==> config.mk <==
export PLATFORM = sky130hd
export DESIGN_NAME = proc_ctrl_fsm_flat
export DESIGN_NICKNAME = d
export VERILOG_FILES = /design/src/rtl/proc_ctrl_fsm_pkg.sv /design/src/rtl/proc_ctrl_fsm_if.sv /design/src/rtl/proc_ctrl_fsm_ir_decode.sv /design/src/rtl/proc_ctrl_fsm.sv /design/src/flat_wrapper.sv
export SDC_FILE = /design/constraint.sdc
export NUM_CORES = 1
export LEC_CHECK = 0
export ABC_AREA = 1
export BUFFER_PORTS_ARGS = -buffer_cell sky130_fd_sc_hd__buf_4
export CORE_ASPECT_RATIO = 0.9
export CORE_MARGIN = 10
export CORE_UTILIZATION = 45
export CTS_CLUSTER_DIAMETER = 150
export DETAILED_ROUTE_END_ITERATION = 7
export PLACE_DENSITY = 0.88
export RECOVER_POWER = 25
export SYNTH_ARGS = -nofsm -noshare
export SYNTH_HDL_FRONTEND = slang
export SYNTH_HIERARCHICAL = 1
export SYNTH_SLANG_ARGS = --single-unit
==> constraint.sdc <==
create_clock -name clk -period 1.55 [get_ports clk]
set_input_delay 0.31 -clock clk [delete_from_list [all_inputs] [get_ports clk]]
set_output_delay 0.31 -clock clk [all_outputs]
set_load 0.01 [all_outputs]
==> src/rtl/proc_ctrl_fsm_pkg.sv <==
// Shared definitions for the processor control sequencer: opcodes, bus select
// codes, ALU operations, branch conditions and the sequencer state type.
package proc_pkg;

  localparam logic [2:0] OP_MV  = 3'd0;
  localparam logic [2:0] OP_MVT = 3'd1;
  localparam logic [2:0] OP_ADD = 3'd2;
  localparam logic [2:0] OP_SUB = 3'd3;
  localparam logic [2:0] OP_LD  = 3'd4;
  localparam logic [2:0] OP_ST  = 3'd5;
  localparam logic [2:0] OP_AND = 3'd6;
  localparam logic [2:0] OP_B   = 3'd7;

  localparam logic [3:0] SEL_IMM = 4'd8;
  localparam logic [3:0] SEL_DIN = 4'd9;
  localparam logic [3:0] SEL_G   = 4'd10;

  localparam logic [1:0] ALU_ADD = 2'b00;
  localparam logic [1:0] ALU_SUB = 2'b01;
  localparam logic [1:0] ALU_AND = 2'b10;

  localparam logic [2:0] COND_AL = 3'd0;
  localparam logic [2:0] COND_EQ = 3'd1;
  localparam logic [2:0] COND_NE = 3'd2;

  typedef enum logic [2:0] {
    FETCH_ADDR,
    FETCH_WAIT,
    FETCH_IR,
    EX1,
    EX2,
    EX3
  } state_e;

  function automatic logic [1:0] alu_of(input logic [2:0] op);
    case (op)
      OP_SUB:  alu_of = ALU_SUB;
      OP_AND:  alu_of = ALU_AND;
      default: alu_of = ALU_ADD;
    endcase
  endfunction

endpackage

==> src/rtl/proc_ctrl_fsm_if.sv <==
// Control/status bundle between the sequencer (master) and the datapath (slave).
interface proc_ctrl_fsm_if #(parameter int DATA_W = 16);
  logic              run;
  logic [DATA_W-1:0] ir;
  logic              z_flag;
  logic [3:0]        sel;
  logic [7:0]        r_in;
  logic              a_in;
  logic              g_in;
  logic              ir_in;
  logic              addr_in;
  logic              dout_in;
  logic              w_d;
  logic              pc_incr;
  logic [1:0]        alu_op;
  logic              done;

  modport master (
    input  run, ir, z_flag,
    output sel, r_in, a_in, g_in, ir_in, addr_in, dout_in, w_d, pc_incr, alu_op, done
  );

  modport slave (
    output run, ir, z_flag,
    input  sel, r_in, a_in, g_in, ir_in, addr_in, dout_in, w_d, pc_incr, alu_op, done
  );
endinterface

==> src/rtl/proc_ctrl_fsm_ir_decode.sv <==
// Combinational field split of the registered instruction word.
module proc_ir_decode
  import proc_pkg::*;
#(
  parameter int DATA_W = 16
) (
  input  logic [DATA_W-1:0] ir_i,
  output logic [2:0]        opcode_o,
  output logic              imm_o,
  output logic [2:0]        x_o,
  output logic [7:0]        x_oh_o,
  output logic [2:0]        y_o,
  output logic [2:0]        cond_o
);
  logic unused_bits;

  assign opcode_o    = ir_i[15:13];
  assign imm_o       = ir_i[12];
  assign x_o         = ir_i[11:9];
  assign x_oh_o      = 8'(1) << ir_i[11:9];
  assign y_o         = ir_i[2:0];
  // Branches reuse the X field as their condition code.
  assign cond_o      = ir_i[11:9];
  assign unused_bits = ^ir_i[8:3];
endmodule

==> src/rtl/proc_ctrl_fsm.sv <==
// Multi-cycle control sequencer: fetch, decode and drive datapath controls,
// one instruction every 4 to 6 cycles.
module proc_ctrl_fsm
  import proc_pkg::*;
#(
  parameter int DATA_W = 16,
  parameter int PC_IDX = 7
) (
  input logic            clk,
  input logic            reset,
  proc_ctrl_fsm_if.master bus
);
  state_e      state_q, state_d;
  logic [2:0]  opcode, x, y, cond;
  logic [7:0]  x_oh;
  logic        imm;
  logic [3:0]  op_sel;
  logic        taken;

  proc_ir_decode #(.DATA_W(DATA_W)) u_dec (
    .ir_i     (bus.ir),
    .opcode_o (opcode),
    .imm_o    (imm),
    .x_o      (x),
    .x_oh_o   (x_oh),
    .y_o      (y),
    .cond_o   (cond)
  );

  assign op_sel = imm ? SEL_IMM : {1'b0, y};

  always_comb begin
    case (cond)
      COND_AL: taken = 1'b1;
      COND_EQ: taken = bus.z_flag;
      COND_NE: taken = ~bus.z_flag;
      default: taken = 1'b0;
    endcase
  end

  always_ff @(posedge clk) begin
    if (reset) state_q <= FETCH_ADDR;
    else       state_q <= state_d;
  end

  always_comb begin
    state_d     = state_q;
    bus.sel     = '0;
    bus.r_in    = '0;
    bus.a_in    = 1'b0;
    bus.g_in    = 1'b0;
    bus.ir_in   = 1'b0;
    bus.addr_in = 1'b0;
    bus.dout_in = 1'b0;
    bus.w_d     = 1'b0;
    bus.pc_incr = 1'b0;
    bus.alu_op  = ALU_ADD;
    bus.done    = 1'b0;
    // Reset masks every strobe so an aborted instruction leaves no partial write.
    if (!reset) begin
      case (state_q)
        FETCH_ADDR: if (bus.run) begin
          bus.sel     = 4'(PC_IDX);
          bus.addr_in = 1'b1;
          bus.pc_incr = 1'b1;
          state_d     = FETCH_WAIT;
        end
        FETCH_WAIT: state_d = FETCH_IR;
        FETCH_IR: begin
          bus.sel   = SEL_DIN;
          bus.ir_in = 1'b1;
          state_d   = EX1;
        end
        EX1: begin
          state_d = EX2;
          case (opcode)
            OP_MV:  begin bus.sel = op_sel;  bus.r_in = x_oh; bus.done = 1'b1; end
            OP_MVT: begin bus.sel = SEL_IMM; bus.r_in = x_oh; bus.done = 1'b1; end
            OP_ADD, OP_SUB, OP_AND: begin bus.sel = {1'b0, x}; bus.a_in = 1'b1; end
            OP_LD, OP_ST:           begin bus.sel = {1'b0, y}; bus.addr_in = 1'b1; end
            default: begin
              if (taken) begin
                bus.sel  = 4'(PC_IDX);
                bus.a_in = 1'b1;
              end else begin
                bus.done = 1'b1;
              end
            end
          endcase
          if (bus.done) state_d = FETCH_ADDR;
        end
        EX2: begin
          state_d = EX3;
          case (opcode)
            OP_ADD, OP_SUB, OP_AND: begin
              bus.sel    = op_sel;
              bus.g_in   = 1'b1;
              bus.alu_op = alu_of(opcode);
            end
            OP_LD: ;
            OP_ST: begin bus.sel = {1'b0, x}; bus.dout_in = 1'b1; end
            OP_B:  begin bus.sel = SEL_IMM; bus.g_in = 1'b1; bus.alu_op = ALU_ADD; end
            default: state_d = FETCH_ADDR;
          endcase
        end
        EX3: begin
          state_d  = FETCH_ADDR;
          bus.done = 1'b1;
          case (opcode)
            OP_ADD, OP_SUB, OP_AND: begin bus.sel = SEL_G;   bus.r_in = x_oh; end
            OP_LD:                  begin bus.sel = SEL_DIN; bus.r_in = x_oh; end
            OP_ST:                  bus.w_d = 1'b1;
            OP_B:                   begin bus.sel = SEL_G; bus.r_in = 8'(1) << PC_IDX; end
            default:                bus.done = 1'b0;
          endcase
        end
        default: state_d = FETCH_ADDR;
      endcase
    end
  end
endmodule

==> src/flat_wrapper.sv <==
// flat-port wrapper written by rule: the top's interface ports become plain ports
module proc_ctrl_fsm_flat import proc_pkg::*;
#(
  parameter int DATA_W = 16,
  parameter int PC_IDX = 7
)
  (clk, reset, bus_run, bus_ir, bus_z_flag, bus_sel, bus_r_in, bus_a_in, bus_g_in, bus_ir_in, bus_addr_in, bus_dout_in, bus_w_d, bus_pc_incr, bus_alu_op, bus_done);
  proc_ctrl_fsm_if #(.DATA_W(DATA_W)) bus_i ();
  input logic clk;
  input logic reset;
  input wire logic [$bits(bus_i.run)-1:0] bus_run;
  input wire logic [$bits(bus_i.ir)-1:0] bus_ir;
  input wire logic [$bits(bus_i.z_flag)-1:0] bus_z_flag;
  output wire logic [$bits(bus_i.sel)-1:0] bus_sel;
  output wire logic [$bits(bus_i.r_in)-1:0] bus_r_in;
  output wire logic [$bits(bus_i.a_in)-1:0] bus_a_in;
  output wire logic [$bits(bus_i.g_in)-1:0] bus_g_in;
  output wire logic [$bits(bus_i.ir_in)-1:0] bus_ir_in;
  output wire logic [$bits(bus_i.addr_in)-1:0] bus_addr_in;
  output wire logic [$bits(bus_i.dout_in)-1:0] bus_dout_in;
  output wire logic [$bits(bus_i.w_d)-1:0] bus_w_d;
  output wire logic [$bits(bus_i.pc_incr)-1:0] bus_pc_incr;
  output wire logic [$bits(bus_i.alu_op)-1:0] bus_alu_op;
  output wire logic [$bits(bus_i.done)-1:0] bus_done;
  assign bus_i.run = bus_run;
  assign bus_i.ir = bus_ir;
  assign bus_i.z_flag = bus_z_flag;
  assign bus_sel = bus_i.sel;
  assign bus_r_in = bus_i.r_in;
  assign bus_a_in = bus_i.a_in;
  assign bus_g_in = bus_i.g_in;
  assign bus_ir_in = bus_i.ir_in;
  assign bus_addr_in = bus_i.addr_in;
  assign bus_dout_in = bus_i.dout_in;
  assign bus_w_d = bus_i.w_d;
  assign bus_pc_incr = bus_i.pc_incr;
  assign bus_alu_op = bus_i.alu_op;
  assign bus_done = bus_i.done;
  proc_ctrl_fsm #(.DATA_W(DATA_W), .PC_IDX(PC_IDX)) u_core (.clk(clk), .reset(reset), .bus(bus_i));
endmodule
* After elaboration in Yosys (flattened, before gate mapping)
Index checks and enable logic that the tools add are counted.
** Word-level totals
- Flip-flop bits (word level) :: 3
- Input bits :: 20
- Output and inout bits :: 22
- Word-level logic and storage cells :: 77
** Cells by class
- Equal/unequal tests :: 15
- Shift operators :: 1
- Multiplexer cells :: 48
- Bitwise gates (word level) :: 1
- Reduce and logical (&&, ||, !) cells :: 11
** Operators by type and width (count)
- case mux 8 bit (2 select lines) :: 2
- two-way mux 1 bit :: 23
- case mux 4 bit (5 select lines) :: 1
- equality test 3 bit, second input constant :: 6
- two-way mux 8 bit :: 2
- case mux 4 bit (4 select lines) :: 1
- equality test 3 x 2 -> 1 bit, second input constant :: 5
- two-way mux 3 bit :: 5
- case mux 3 bit (5 select lines) :: 1
- case mux 4 bit (3 select lines) :: 1
- OR reduction 4 bit :: 3
- equality test 3 x 1 -> 1 bit, second input constant :: 3
- logical NOT 3 bit :: 3
- two-way mux 4 bit :: 2
- case mux 1 bit (2 select lines) :: 4
- case mux 4 bit (2 select lines) :: 1
- left shift 1 x 3 -> 8 bit, first input constant :: 1
- two-way mux 2 bit :: 3
- OR reduction 6 bit :: 1
- OR reduction 5 bit :: 1
- case mux 2 bit (2 select lines) :: 1
- OR reduction 2 bit :: 2
- case mux 1 bit (3 select lines) :: 1
- OR reduction 3 bit :: 1
- 2 further kinds :: 2

* Depth between registers and ports, before layout
Gate-level depths: netlist of the first run.
- Word-level depth :: 8
- Gate-level depth with buffers :: 11
- Gate-level depth less buffers :: 10

* Hierarchy
Netlist of the first run, hierarchy kept.
** By module, submodules not included
- proc_ctrl_fsm :: times used 1, cells each 126, area each 665.6 µm²
- proc_ir_decode :: times used 1, cells each 28, area each 153.9 µm²

* Worst setup path before layout of the first run
No wires, ideal clock.
- Path type :: input -> output
- Start :: in bus_ir[14]
- End :: out bus_r_in[0]
- Arrival time :: 1222 ps
- Data required time :: 1240 ps
- Setup slack :: 18 ps
- Stages :: 7
- Cells stage by stage :: buf_4 -> buf_6 -> nor2_2 -> inv_2 -> o21ai_4 -> nand2_1 -> nor2_1
** Between the ends
- Longest elaborated chain between the ends :: 5
- Elaborated cells on any way between the ends :: 13
** RTL lines
- start: declaration :: RTL line flat_wrapper.sv:12 : input wire logic [$bits(bus_i.ir)-1:0] bus_ir;
- equality test 3 x 2 -> 1 bit (tied with other cells) :: RTL line proc_ctrl_fsm.sv:109 : case (opcode)
- OR reduction 4 bit (no line) or OR reduction 2 bit (tied branches)
- case mux 8 bit (2 select lines) or two-way mux 8 bit (tied branches) :: RTL line proc_ctrl_fsm.sv:109, proc_ctrl_fsm.sv:76
- case mux 8 bit (2 select lines) (*) :: RTL line proc_ctrl_fsm.sv:61 : case (state_q)
- two-way mux 8 bit (*) :: RTL line proc_ctrl_fsm.sv:60 : if (!reset) begin
- end: declaration :: RTL line flat_wrapper.sv:15 : output wire logic [$bits(bus_i.r_in)-1:0] bus_r_in;
Mark *: on every way between the ends. The rest lies on a longest branch, timed or not.

* Worst setup path in the final report of the first run
- Start :: reg u_core.state_q[2]
- End :: out bus_sel[0]
** Between the ends
- Longest elaborated chain between the ends :: 3
- Elaborated cells on any way between the ends :: 7
** RTL lines
- start: declaration :: RTL line proc_ctrl_fsm.sv:13 : state_e state_q, state_d;
- start signal: assignment :: RTL line proc_ctrl_fsm.sv:43 : else state_q <= state_d;
- equality test 3 bit (tied with other cells) :: RTL line proc_ctrl_fsm.sv:61
- case mux 4 bit (5 select lines) (*) :: RTL line proc_ctrl_fsm.sv:61
- two-way mux 4 bit (*) :: RTL line proc_ctrl_fsm.sv:60
- end: declaration :: RTL line flat_wrapper.sv:14 : output wire logic [$bits(bus_i.sel)-1:0] bus_sel;
Marks and branches as above.

==> results of run 1 <==
## worst max-delay path: cells and delay by family (launching register included)
family          cells  cell delay (ns)
buf+inv             3             0.32
flops               1             0.37
simple gates        4             0.30
compound gates      1             0.18
## area by class of cell
| cell class | instances | area [um^2] |
|---|---|---|
| Tap cell | 24 | 30.0 |
| Timing Repair Buffer | 54 | 438 |
| Sequential cell | 3 | 71.3 |
| Clock buffer | 4 | 26.3 |
| Multi-Input combinational cell | 112 | 688 |
| Fill cell | 123 | 344 |
| Inverter | 23 | 101 |
## layout by cell type (no fill, tap or decap), drive strengths merged, types with 3 or more instances in the layout
cell / count
inv: 21
a21oi: 8
buf: 54
dfxtp: 3
nor4: 4
nand3: 11
clkbuf: 4
o21ai: 15
nand2: 37
nor2: 30
## repair_timing
| item | 4_1_cts | 5_1_grt |
|---|---|---|
| gates resized for setup | 21 | 24 |
| endpoints found under the setup margin | 20 | 21 |
| pin swaps | 6 | 11 |
| buffers inserted | 3 | 3 |
## power by group
group          switching (W)  internal (W)
combinational       0.000209      0.000158
clock              0.0000503     0.0000971
sequential         0.0000253     0.0000884
total               0.000284      0.000343
## cell families after synthesis
group	after synthesis	synth area share
AOI/OAI and AO/OA	28	0.203
and+or+nand+nor	84	0.464
buffers and inverters	39	0.260
DFF	3	0.0733
## through the flow
stage | area (um^2) | total power (W)
finish | 1360 | 0.000628
global route | 1360 | 0.000661
CTS | 1230 | 0.000560
detailed placement | 1090 | 0.000374
global placement | 1090 | 0.000362
floorplan | 820 | 0.000279
## routing by layer
metal	GRT usage	wire, um	vias up	share of wire
li1	-	-	570	-
met1	0.167	1330	566	0.37
met2	0.301	1740	90	0.49
met3	0.0534	351	17	0.099
met4	0.0579	125	0	0.035
met5	0	0	-	0
## worst paths after layout
check,start,end,slack (ns),cells after the start
worst min register to register,u_core/state_q[2],u_core/state_q[1],0.51,1
worst max register to register,u_core/state_q[1],u_core/state_q[1],0.44,4
worst max-delay path,u_core/state_q[2],bus_sel[0],-0.19,8
worst min-delay path,bus_run,u_core/state_q[0],0.38,3
==> flow_summary.json, run 1 <==
{
  "status": "complete, but fails checks",
  "violations": "negative setup slack",
  "synth_ff_type": "dfxtp_1",
  "stdcell_count": 220,
  "gp_congestion": 0.904,
  "skew_ns": 0.00768,
  "rows": 14,
  "grt_pass1_wl_um": 5290,
  "grt_pass1_vias": 1194,
  "largest_reg_flops": 3,
  "syn2layout_area_growth_pct": 65.3,
  "avgViaCountPerCell": 5.65,
  "setup_ws_ns": -0.189,
  "tightest_slew_ns": 0.338,
  "worstSetupStartpointType": "flip-flop",
  "fin_util": 0.797,
  "drive_gt1_frac": 0.526,
  "portBuffers": 35,
  "drtPass1Iterations": 4,
  "ys_seq_area_frac": 0.0733,
  "rsz0062_at_grt": "true",
  "setup-tns-final_ns": -2.80,
  "slew_headroom": 0.772,
  "p_per_area_nw_per_um2": 463,
  "hp-class": "primary input to flip-flop",
  "grt_remaining_overflow": 0,
  "die-height_um": 60.5,
  "ant_nets": 0,
  "critPathSlowestCell": "dfxtp_4",
  "syn-num-nets": 174,
  "synthArstFlopShare": 0,
  "grt_max_degree": 17,
  "dp_worst_setup_slack_ns": -0.0547,
  "die-area_um2": 3930,
  "biggestRegsByFlops": "u_core/state_q (3)",
  "wire_per_inst_um": 16.1,
  "htreeDepth": 1,
  "synth_area_um2": 820,
  "synthCells": 154,
  "hold_viol": 0,
  "syn_avg_cell_area_um2": 5.32,
  "synth_top_area_frac": 0.151,
  "hpwlAfterDp_um": 2330,
  "p_leak_nw": 0.670,
  "insertion_delay_ns": 0.24,
  "numCtsBuffers": 3,
  "yosysUniqueCellTypes": 27,
  "crit_chain": "inv_2 > nand2_4 > a21oi_4 > nand2_2 > nand3_2 > nand2_1 > inv_1 > buf_6",
  "end_kind": "primary output",
  "routed_wl_um": 3550,
  "crit_fanout": 6,
  "maxCapViolCount": 0,
  "core_um2": 1700,
  "critPathMaxStageDelay_ns": 0.37,
  "synth_edf_count": 0,
  "ctsLongestPathBuffers": 2,
  "clock-sinks": 3,
  "synth.area.top_cells": "nand2_1, buf_4, nor2_1",
  "synth-warning-count": 6,
  "ir_drop_v": 0.000522,
  "diodes": 0,
  "vias": 1243,
  "synth-seq-cells": 3,
  "yosysTopAreaCell": "nand2_1",
  "layout.nets": 217,
  "drtIter0Drc": 55,
  "drc": 0,
  "slew_violations": 0,
  "finalCritPeriodShare": 1.12,
  "antenna_found_initial": 0,
  "critPathRequiredTime_ns": 1.24,
  "cts.clk_slew.worst_paths_ns": 0.04,
  "die_w_um": 65.0,
  "cts_tree": "done",
  "floorplan.initialDensity": 0.482,
  "dpl.cell_count": 210,
  "layout_min_cycle_time_ns": 1.74,
  "synth.most_common_cell": "nand2_1",
  "cp.arrival_ns": 1.43,
  "ios": 42,
  "holdWs_ns": 0.378,
  "regMostFlops": "u_core/state_q",
  "worstSetupPathType": "flip-flop to primary output",
  "finalSetupViolations": 20,
  "clockRootBuffer": "clkbuf_4",
  "synth_common_cells": "nand2_1, nor2_1, inv_1",
  "grt_usage": 0.161,
  "postCtsHoldBufs": 0,
  "fmax_ghz": 0.575
}
(Power assumes the default switching activity.)
==> inputs of run 2 (changes only) <==
--- a/config.mk
+++ b/config.mk
@@ -16,2 +16,3 @@
 export RECOVER_POWER = 25
+export SKIP_LAST_GASP = 1
 export SYNTH_ARGS = -nofsm -noshare
--- a/constraint.sdc
+++ b/constraint.sdc
@@ -3,2 +3,2 @@
 set_output_delay 0.31 -clock clk [all_outputs]
-set_load 0.01 [all_outputs]
+set_load 0.02 [all_outputs]
==> run 2 against run 1 <==
Against the previous run: non-clock buffer count up 3; sequential power fell by 7%; register-to-register slack hardly changed; the run still ends with negative setup slack left; clock power shrank 4%; via count down 1.9%; die area stayed put; clock skew shrank 0.0030 ns; flip-flop and latch count stayed put; highest routed layer unchanged.
==> flow_summary.json, run 2 (synthesis gave the netlist of run 1 again) <==
{
  "r2r-end": "u_core/state_q[1]",
  "biggestRegsByFlops": "u_core/state_q (3)",
  "dpl.cell_count": 211,
  "critPathMaxStageDelay_ns": 0.36,
  "drive_gt1_frac": 0.558,
  "slew_violations": 0,
  "setup_ws_ns": -0.227,
  "p_switching_w": 0.000280,
  "hold_path_end": "u_core/state_q[0]",
  "crit_start": "u_core/state_q[1]",
  "numCtsBuffers": 3,
  "skew_ns": 0.00468,
  "cts.clk_slew.worst_paths_ns": 0.04,
  "portBuffers": 35,
  "grt_usage": 0.152,
  "vias": 1220,
  "gp_congestion": 0.925,
  "floorplan.initialDensity": 0.482,
  "hold_viol": 0,
  "syn2layout_area_growth_pct": 72.1,
  "r2r_cells": 4,
  "end_kind": "primary output",
  "p_seq_frac": 0.173,
  "antenna_found_initial": 0,
  "r2r_setup_slack_ns": 0.45,
  "finalSetupViolations": 19,
  "stdcell_count": 223,
  "ctsLongestPathBuffers": 2,
  "swShare": 0.458,
  "grt_pass1_wl_um": 4960,
  "p_clk_frac": 0.231,
  "rows": 14,
  "hp-class": "primary input to flip-flop",
  "final_common_cell": "buf_4",
  "grt_max_degree": 17,
  "crit_chain": "nor2_4 > nand2_2 > inv_4 > buf_6 > a21boi_2 > a21oi_1 > buf_4",
  "largest_reg_flops": 3,
  "p_leak_nw": 0.668,
  "grt_pass1_vias": 1122,
  "cp.arrival_ns": 1.47,
  "drc": 0,
  "clock-sinks": 3,
  "layout_min_cycle_time_ns": 1.78,
  "critPathRequiredTime_ns": 1.24,
  "slew_headroom": 0.709,
  "maxCapViolCount": 0,
  "p_per_area_nw_per_um2": 433,
  "whs_path_depth": 3,
  "crit_fanout": 6,
  "core_um2": 1700,
  "drtPass1Iterations": 4,
  "hpwlAfterDp_um": 2230,
  "violations": "negative setup slack",
  "grt_remaining_overflow": 0,
  "wire_per_inst_um": 15.9,
  "worstSetupStartpointType": "flip-flop",
  "ios": 42,
  "die_w_um": 65.0,
  "layout.nets": 220,
  "fin_util": 0.830,
  "multi_input_area_um2": 694,
  "htreeDepth": 1,
  "insertion_delay_ns": 0.24,
  "fmax_ghz": 0.563,
  "final_cell_mix": "buf_4, nand2_1, nor2_1",
  "regMostFlops": "u_core/state_q",
  "status": "complete, but fails checks",
  "critPathSlowestCell": "dfxtp_4",
  "ir_drop_v": 0.000334,
  "internal-power_w": 0.000331,
  "min_from": "bus_run",
  "seqCellArea_um2": 71.3,
  "clockRootBuffer": "clkbuf_4",
  "setup-tns-final_ns": -3.43,
  "cts_tree": "done",
  "ant_nets": 0,
  "avgViaCountPerCell": 5.47,
  "drtIter0Drc": 81,
  "die-height_um": 60.5,
  "dp_worst_setup_slack_ns": -0.122,
  "p_comb_frac": 0.595,
  "worstReg2RegStart": "u_core/state_q[0]",
  "die-area_um2": 3930,
  "routed_wl_um": 3550,
  "worstSetupPathType": "flip-flop to primary output",
  "finalCritPeriodShare": 1.15,
  "rsz0062_at_grt": "true",
  "diodes": 0,
  "filler_cell_count": 112,
  "tightest_slew_ns": 0.431
}
## run 2: cell count changes in the layout (fill, tap and decap cells not counted), sizes merged
cell | before | now
buf | 54 | 57
## run 2: metrics by stage
step / hold WS [ns] / total power (W) / instance area, um^2
6_report: 0.418 / 0.000610 / 1410
5_1_grt: 0.440 / 0.000649 / 1410
4_1_cts: 0.378 / 0.000574 / 1310
3_5_place_dp: 0.547 / 0.000392 / 1130
3_3_place_gp: 0.536 / 0.000383 / 1130
2_1_floorplan: 0.480 / 0.000297 / 847
## run 2: worst max-delay path: cells and delay by family, from the launching register on
| family | cells | cell delay (ns) |
|---|---|---|
| AOI/OAI and AO/OA | 2 | 0.21 |
| DFF | 1 | 0.36 |
| and+or+nand+nor | 2 | 0.30 |
| buffers and inverters | 3 | 0.36 |
## run 2: area by class of cell
type	instances	share of cell area
clock buffers	4	0.0186
inverters	23	0.0701
multi-input cells	112	0.492
flip-flops and latches	3	0.0506
well taps	24	0.0213
repair buffers	57	0.347
## run 2: layer usage
metal / share of wire / up-vias / global-route usage / wire (um)
li1: - / 569 / - / -
met1: 0.39 / 539 / 0.167 / 1370
met2: 0.47 / 95 / 0.267 / 1670
met3: 0.12 / 17 / 0.0460 / 416
met4: 0.026 / 0 / 0.0732 / 91
met5: 0 / - / 0 / 0
## run 2: what timing repair did
action / 4_1_cts / 5_1_grt
setup buffers: 6 / 2
pin swaps: 7 / 14
cloned: 0 / 0
hold buffers: 0 / 0
gates resized for setup: 27 / 22
endpoints found under the setup margin: 21 / 21
endpoints found under the hold margin: 0 / 0
## run 2: power groups by stage
stage / sequential [W] / combinational (W) / clock (W)
6_report: 0.000106 / 0.000363 / 0.000141
5_1_grt: 0.000107 / 0.000387 / 0.000156
4_1_cts: 0.000105 / 0.000324 / 0.000144
3_5_place_dp: 0.000101 / 0.000291 / 0
3_3_place_gp: 0.0000997 / 0.000284 / 0
2_1_floorplan: 0.0000983 / 0.000199 / 0
## run 2: how the worst max path moves through the flow
stage	end	slack [ns]	cells past startpoint
after global routing	bus_sel[3]	-0.30	8
after floorplan	bus_alu_op[0]	-0.14	5
after global placement	bus_r_in[7]	-0.06	9
after detailed placement	bus_r_in[7]	-0.12	9
after CTS	bus_sel[1]	-0.19	7
final	bus_sel[2]	-0.23	7
==> inputs of run 3 (changes only) <==
Settings changed: ABC_AREA 1 to not set, CORE_UTILIZATION 45 to 46, PLACE_DENSITY 0.88 to 0.89, SLEW_MARGIN set to 20.
==> run 3 against run 2 <==
Against the previous run: the flow now stops in 5_1_grt; synthesized cell count is 21% lower; area after synthesis is 7.0% higher.
==> flow_summary.json, run 3 <==
{
  "clockRootBuffer": "clkbuf_4",
  "hpwlAfterDp_um": 2850,
  "synth-warning-count": 6,
  "synth_top_area_frac": 0.120,
  "rows": 14,
  "synth_area_um2": 877,
  "synthCells": 122,
  "status": "did not finish",
  "antenna_found_initial": 0,
  "synthSimpleGateAreaFrac": 0.419,
  "synth.area.top_cells": "buf_4, and2_1, dfxtp_1",
  "synth_top_family_by_area": "simple AND/OR/NAND/NOR gates",
  "yosysTopAreaCell": "buf_4",
  "die_w_um": 66.0,
  "synth-xor-area-share": 0.00999,
  "htreeDepth": 1,
  "haltStage": "5_1_grt",
  "floorplan.initialDensity": 0.506,
  "gp_congestion": 0.928,
  "synthAdderAreaFrac": 0,
  "clock-sinks": 3,
  "postCtsHoldBufs": 0,
  "worst_endpoint_kind": "output port",
  "dpl.cell_count": 199,
  "firstError": "[ERROR DPL-0033] detailed placement checks failed during check placement.",
  "synth_mux_area_frac": 0.0114,
  "portBuffers": 35,
  "synth_common_cells": "buf_4, and2_1, a21oi_1",
  "grt-worst-endpoint": "bus_sel[0]",
  "synth_ff_type": "dfxtp_1",
  "synth_edf_count": 0,
  "synth-seq-cells": 3,
  "ios": 42,
  "synth.most_common_cell": "buf_4",
  "grt_max_degree": 12,
  "ctsLongestPathBuffers": 2,
  "ys_seq_area_frac": 0.0685,
  "yosysUniqueCellTypes": 44,
  "placed_area_um2": 1390,
  "syn-num-nets": 142,
  "synth_compound_area_frac": 0.307,
  "numCtsBuffers": 3,
  "syn_avg_cell_area_um2": 7.19,
  "synthArstFlopShare": 0,
  "die-height_um": 61.4
}
-- run 3: stage by stage --
| step | worst slack, ns | util |
|---|---|---|
| floorplan | -0.0669 | - |
| global placement | -0.259 | 0.802 |
| detailed placement | -0.325 | 0.802 |
| CTS | -0.389 | 0.927 |
-- run 3: kinds of logic after synthesis --
family	count (synthesis)
simple gates	57
compound gates	36
buf+inv	24
flops	3
xor+xnor	1
mux	1
-- run 3: repair_timing --
item                       4_1_cts
gates resized for setup         31
setup endpoints to repair       22
buffers inserted                11
gates cloned                     0
pin swaps                       10
==> inputs of run 4 (changes only) <==
Settings changed: CORE_AREA set to 10 10 71 73, CORE_ASPECT_RATIO 0.9 to not set, CORE_MARGIN 10 to not set, CORE_UTILIZATION 46 to not set, CTS_CLUSTER_DIAMETER 150 to not set, DIE_AREA set to 0 0 81 83, PLACE_DENSITY 0.89 to not set, PLACE_DENSITY_LB_ADDON set to 0.15.
==> run 4 against run 3 <==
Against the previous run: the flow now finishes, with violations (negative setup slack); synthesized cell count unchanged; area after synthesis is the same.
==> flow_summary.json, run 4 <==
{
  "status": "complete, but fails checks",
  "violations": "negative setup slack",
  "synth.area.top_cells": "buf_4, and2_1, dfxtp_1",
  "syn_avg_cell_area_um2": 7.19,
  "cts_tree": "done",
  "skew_ns": 0.000906,
  "p_clk_frac": 0.280,
  "min_from": "reset",
  "avgViaCountPerCell": 4.85,
  "cts.clk_slew.worst_paths_ns": 0.03,
  "worstSetupPathType": "flip-flop to primary output",
  "tightest_slew_ns": 0.317,
  "p_per_area_nw_per_um2": 453,
  "synth_edf_count": 0,
  "ios": 42,
  "gp_congestion": 0.833,
  "antenna_found_initial": 0,
  "grt_pass1_wl_um": 5920,
  "final_area_um2": 1730,
  "clockRootBuffer": "clkbuf_8",
  "die-height_um": 83,
  "portBuffers": 35,
  "slew_headroom": 0.786,
  "critPathSlowestCell": "dfxtp_4",
  "end_kind": "primary output",
  "biggestRegsByFlops": "u_core/state_q (3)",
  "synth_common_cells": "buf_4, and2_1, a21oi_1",
  "rows": 22,
  "swShare": 0.349,
  "slew_violations": 0,
  "drtIter0Drc": 39,
  "synth.most_common_cell": "buf_4",
  "clock-sinks": 3,
  "ant_nets": 0,
  "floorplan.initialDensity": 0.241,
  "synth-seq-cells": 3,
  "synthCells": 122,
  "setup_ws_ns": -0.332,
  "die_w_um": 81,
  "grt_remaining_overflow": 0,
  "setup-tns-final_ns": -5.42,
  "finalCritPeriodShare": 1.21,
  "largest_reg_flops": 3,
  "placed_area_um2": 1460,
  "synth-warning-count": 6,
  "cp.buffers_inverters": 2,
  "p_comb_frac": 0.588,
  "fmax_ghz": 0.531,
  "synth_top_area_frac": 0.120,
  "diodes": 0,
  "hold_viol": 0,
  "crit_start": "u_core/state_q[1]",
  "filler_cell_count": 358,
  "critical-path-top-delay-family": "compound AO/OA/AOI/OAI gates",
  "numCtsBuffers": 3,
  "syn2layout_area_growth_pct": 96.7,
  "wire_per_inst_um": 15.3,
  "p_switching_w": 0.000273,
  "p_leak_nw": 0.766,
  "core_um2": 3630,
  "die-area_um2": 6720,
  "grt_max_degree": 13,
  "final_cell_mix": "buf_4, buf_6, nor2_1, a21oi_1, and2_4",
  "rsz0062_at_grt": "true",
  "routed_wl_um": 3670,
  "drc": 0,
  "crit_chain": "buf_6 > nand3b_1 > nor3_2 > a211o_1 > o31a_1 > buf_6",
  "finalSetupViolations": 21,
  "final_common_cell": "buf_4",
  "hpwlAfterDp_um": 2830,
  "internal-power_w": 0.000509,
  "hp-class": "primary input to flip-flop",
  "ctsLongestPathBuffers": 2,
  "p_seq_frac": 0.132,
  "worstSetupStartpointType": "flip-flop",
  "synth_area_um2": 877,
  "ys_seq_area_frac": 0.0685,
  "insertion_delay_ns": 0.21,
  "vias": 1165,
  "drtPass1Iterations": 4,
  "syn-num-nets": 142,
  "critPathMaxStageDelay_ns": 0.38,
  "crit_fanout": 7,
  "drive_gt1_frac": 0.688,
  "yosysTopAreaCell": "buf_4",
  "grt_usage": 0.104,
  "critPathRequiredTime_ns": 1.24,
  "regMostFlops": "u_core/state_q",
  "layout_min_cycle_time_ns": 1.88,
  "maxCapViolCount": 0,
  "yosysUniqueCellTypes": 44,
  "grt_pass1_vias": 1245,
  "ir_drop_v": 0.000247,
  "synthArstFlopShare": 0,
  "cp.arrival_ns": 1.57,
  "layout.nets": 213,
  "htreeDepth": 1,
  "worstReg2RegStart": "u_core/state_q[1]",
  "crit_path_frequent_cell": "buf_6",
  "synth_ff_type": "dfxtp_1"
}
[run 4: layout make-up]
type	count	area (um^2)	share of cell area
clock buffer	4	45.0	0.0261
inverter	4	20.0	0.0116
sequential	3	71.3	0.0413
multi-input combinational	95	820	0.475
timing repair buffer	86	709	0.411
tap	48	60.1	0.0348
[run 4: path summary, 6_finish.rpt]
kind,cells after the start,slack (ns),end
max,6,-0.33,bus_sel[0]
min,3,0.46,u_core/state_q[1]
min reg2reg,2,0.59,u_core/state_q[1]
max reg2reg,5,0.15,u_core/state_q[2]
[run 4: cell families after synthesis]
kind of cell,synth area share
compound gates,0.307
xor+xnor,0.00999
buf+inv,0.184
flops,0.0685
mux,0.0114
simple gates,0.419
[run 4: routing by layer]
layer	global-route usage	routed length (um)	vias to the layer above
li1	-	-	583
met1	0.128	1620	545
met2	0.177	1840	37
met3	0.0226	209	0
met4	0.0266	0	0
met5	0	0	-
[run 4: repair_timing]
action                                  4_1_cts  5_1_grt
pin swaps                                     7       17
resized for setup                            23       27
setup buffers                                 2        7
endpoints found under the setup margin       23       22
hold buffers                                  0        0
hold endpoints to repair                      0        0
gates cloned                                  0        0
[run 4: through the flow]
| step | setup slack (ns) | hold WS (ns) | instances | util | power, W |
|---|---|---|---|---|---|
| floorplan | -0.0669 | 0.605 | 122 | - | 0.000322 |
| global placement | -0.271 | 0.639 | 228 | 0.402 | 0.000489 |
| detailed placement | -0.286 | 0.636 | 228 | 0.402 | 0.000492 |
| CTS | -0.341 | 0.436 | 234 | 0.437 | 0.000741 |
| global route | -0.402 | 0.471 | 240 | 0.475 | 0.000831 |
| finish | -0.332 | 0.460 | 240 | 0.475 | 0.000782 |
[run 4: power groups by stage]
stage | clock network, W | registers, W | logic (W)
after floorplan | 0 | 0.0000925 | 0.000230
after detailed placement | 0 | 0.000105 | 0.000388
final | 0.000219 | 0.000103 | 0.000460
after global placement | 0 | 0.000105 | 0.000384
after global routing | 0.000234 | 0.000105 | 0.000493
after CTS | 0.000223 | 0.000102 | 0.000416
[run 4: worst reg2reg max path, stage by stage (launching register included)]
cell      delay [ns]
dfxtp_4         0.38
buf_4           0.12
nor4bb_1        0.27
a22oi_2         0.14
buf_4           0.17
a211oi_1        0.22
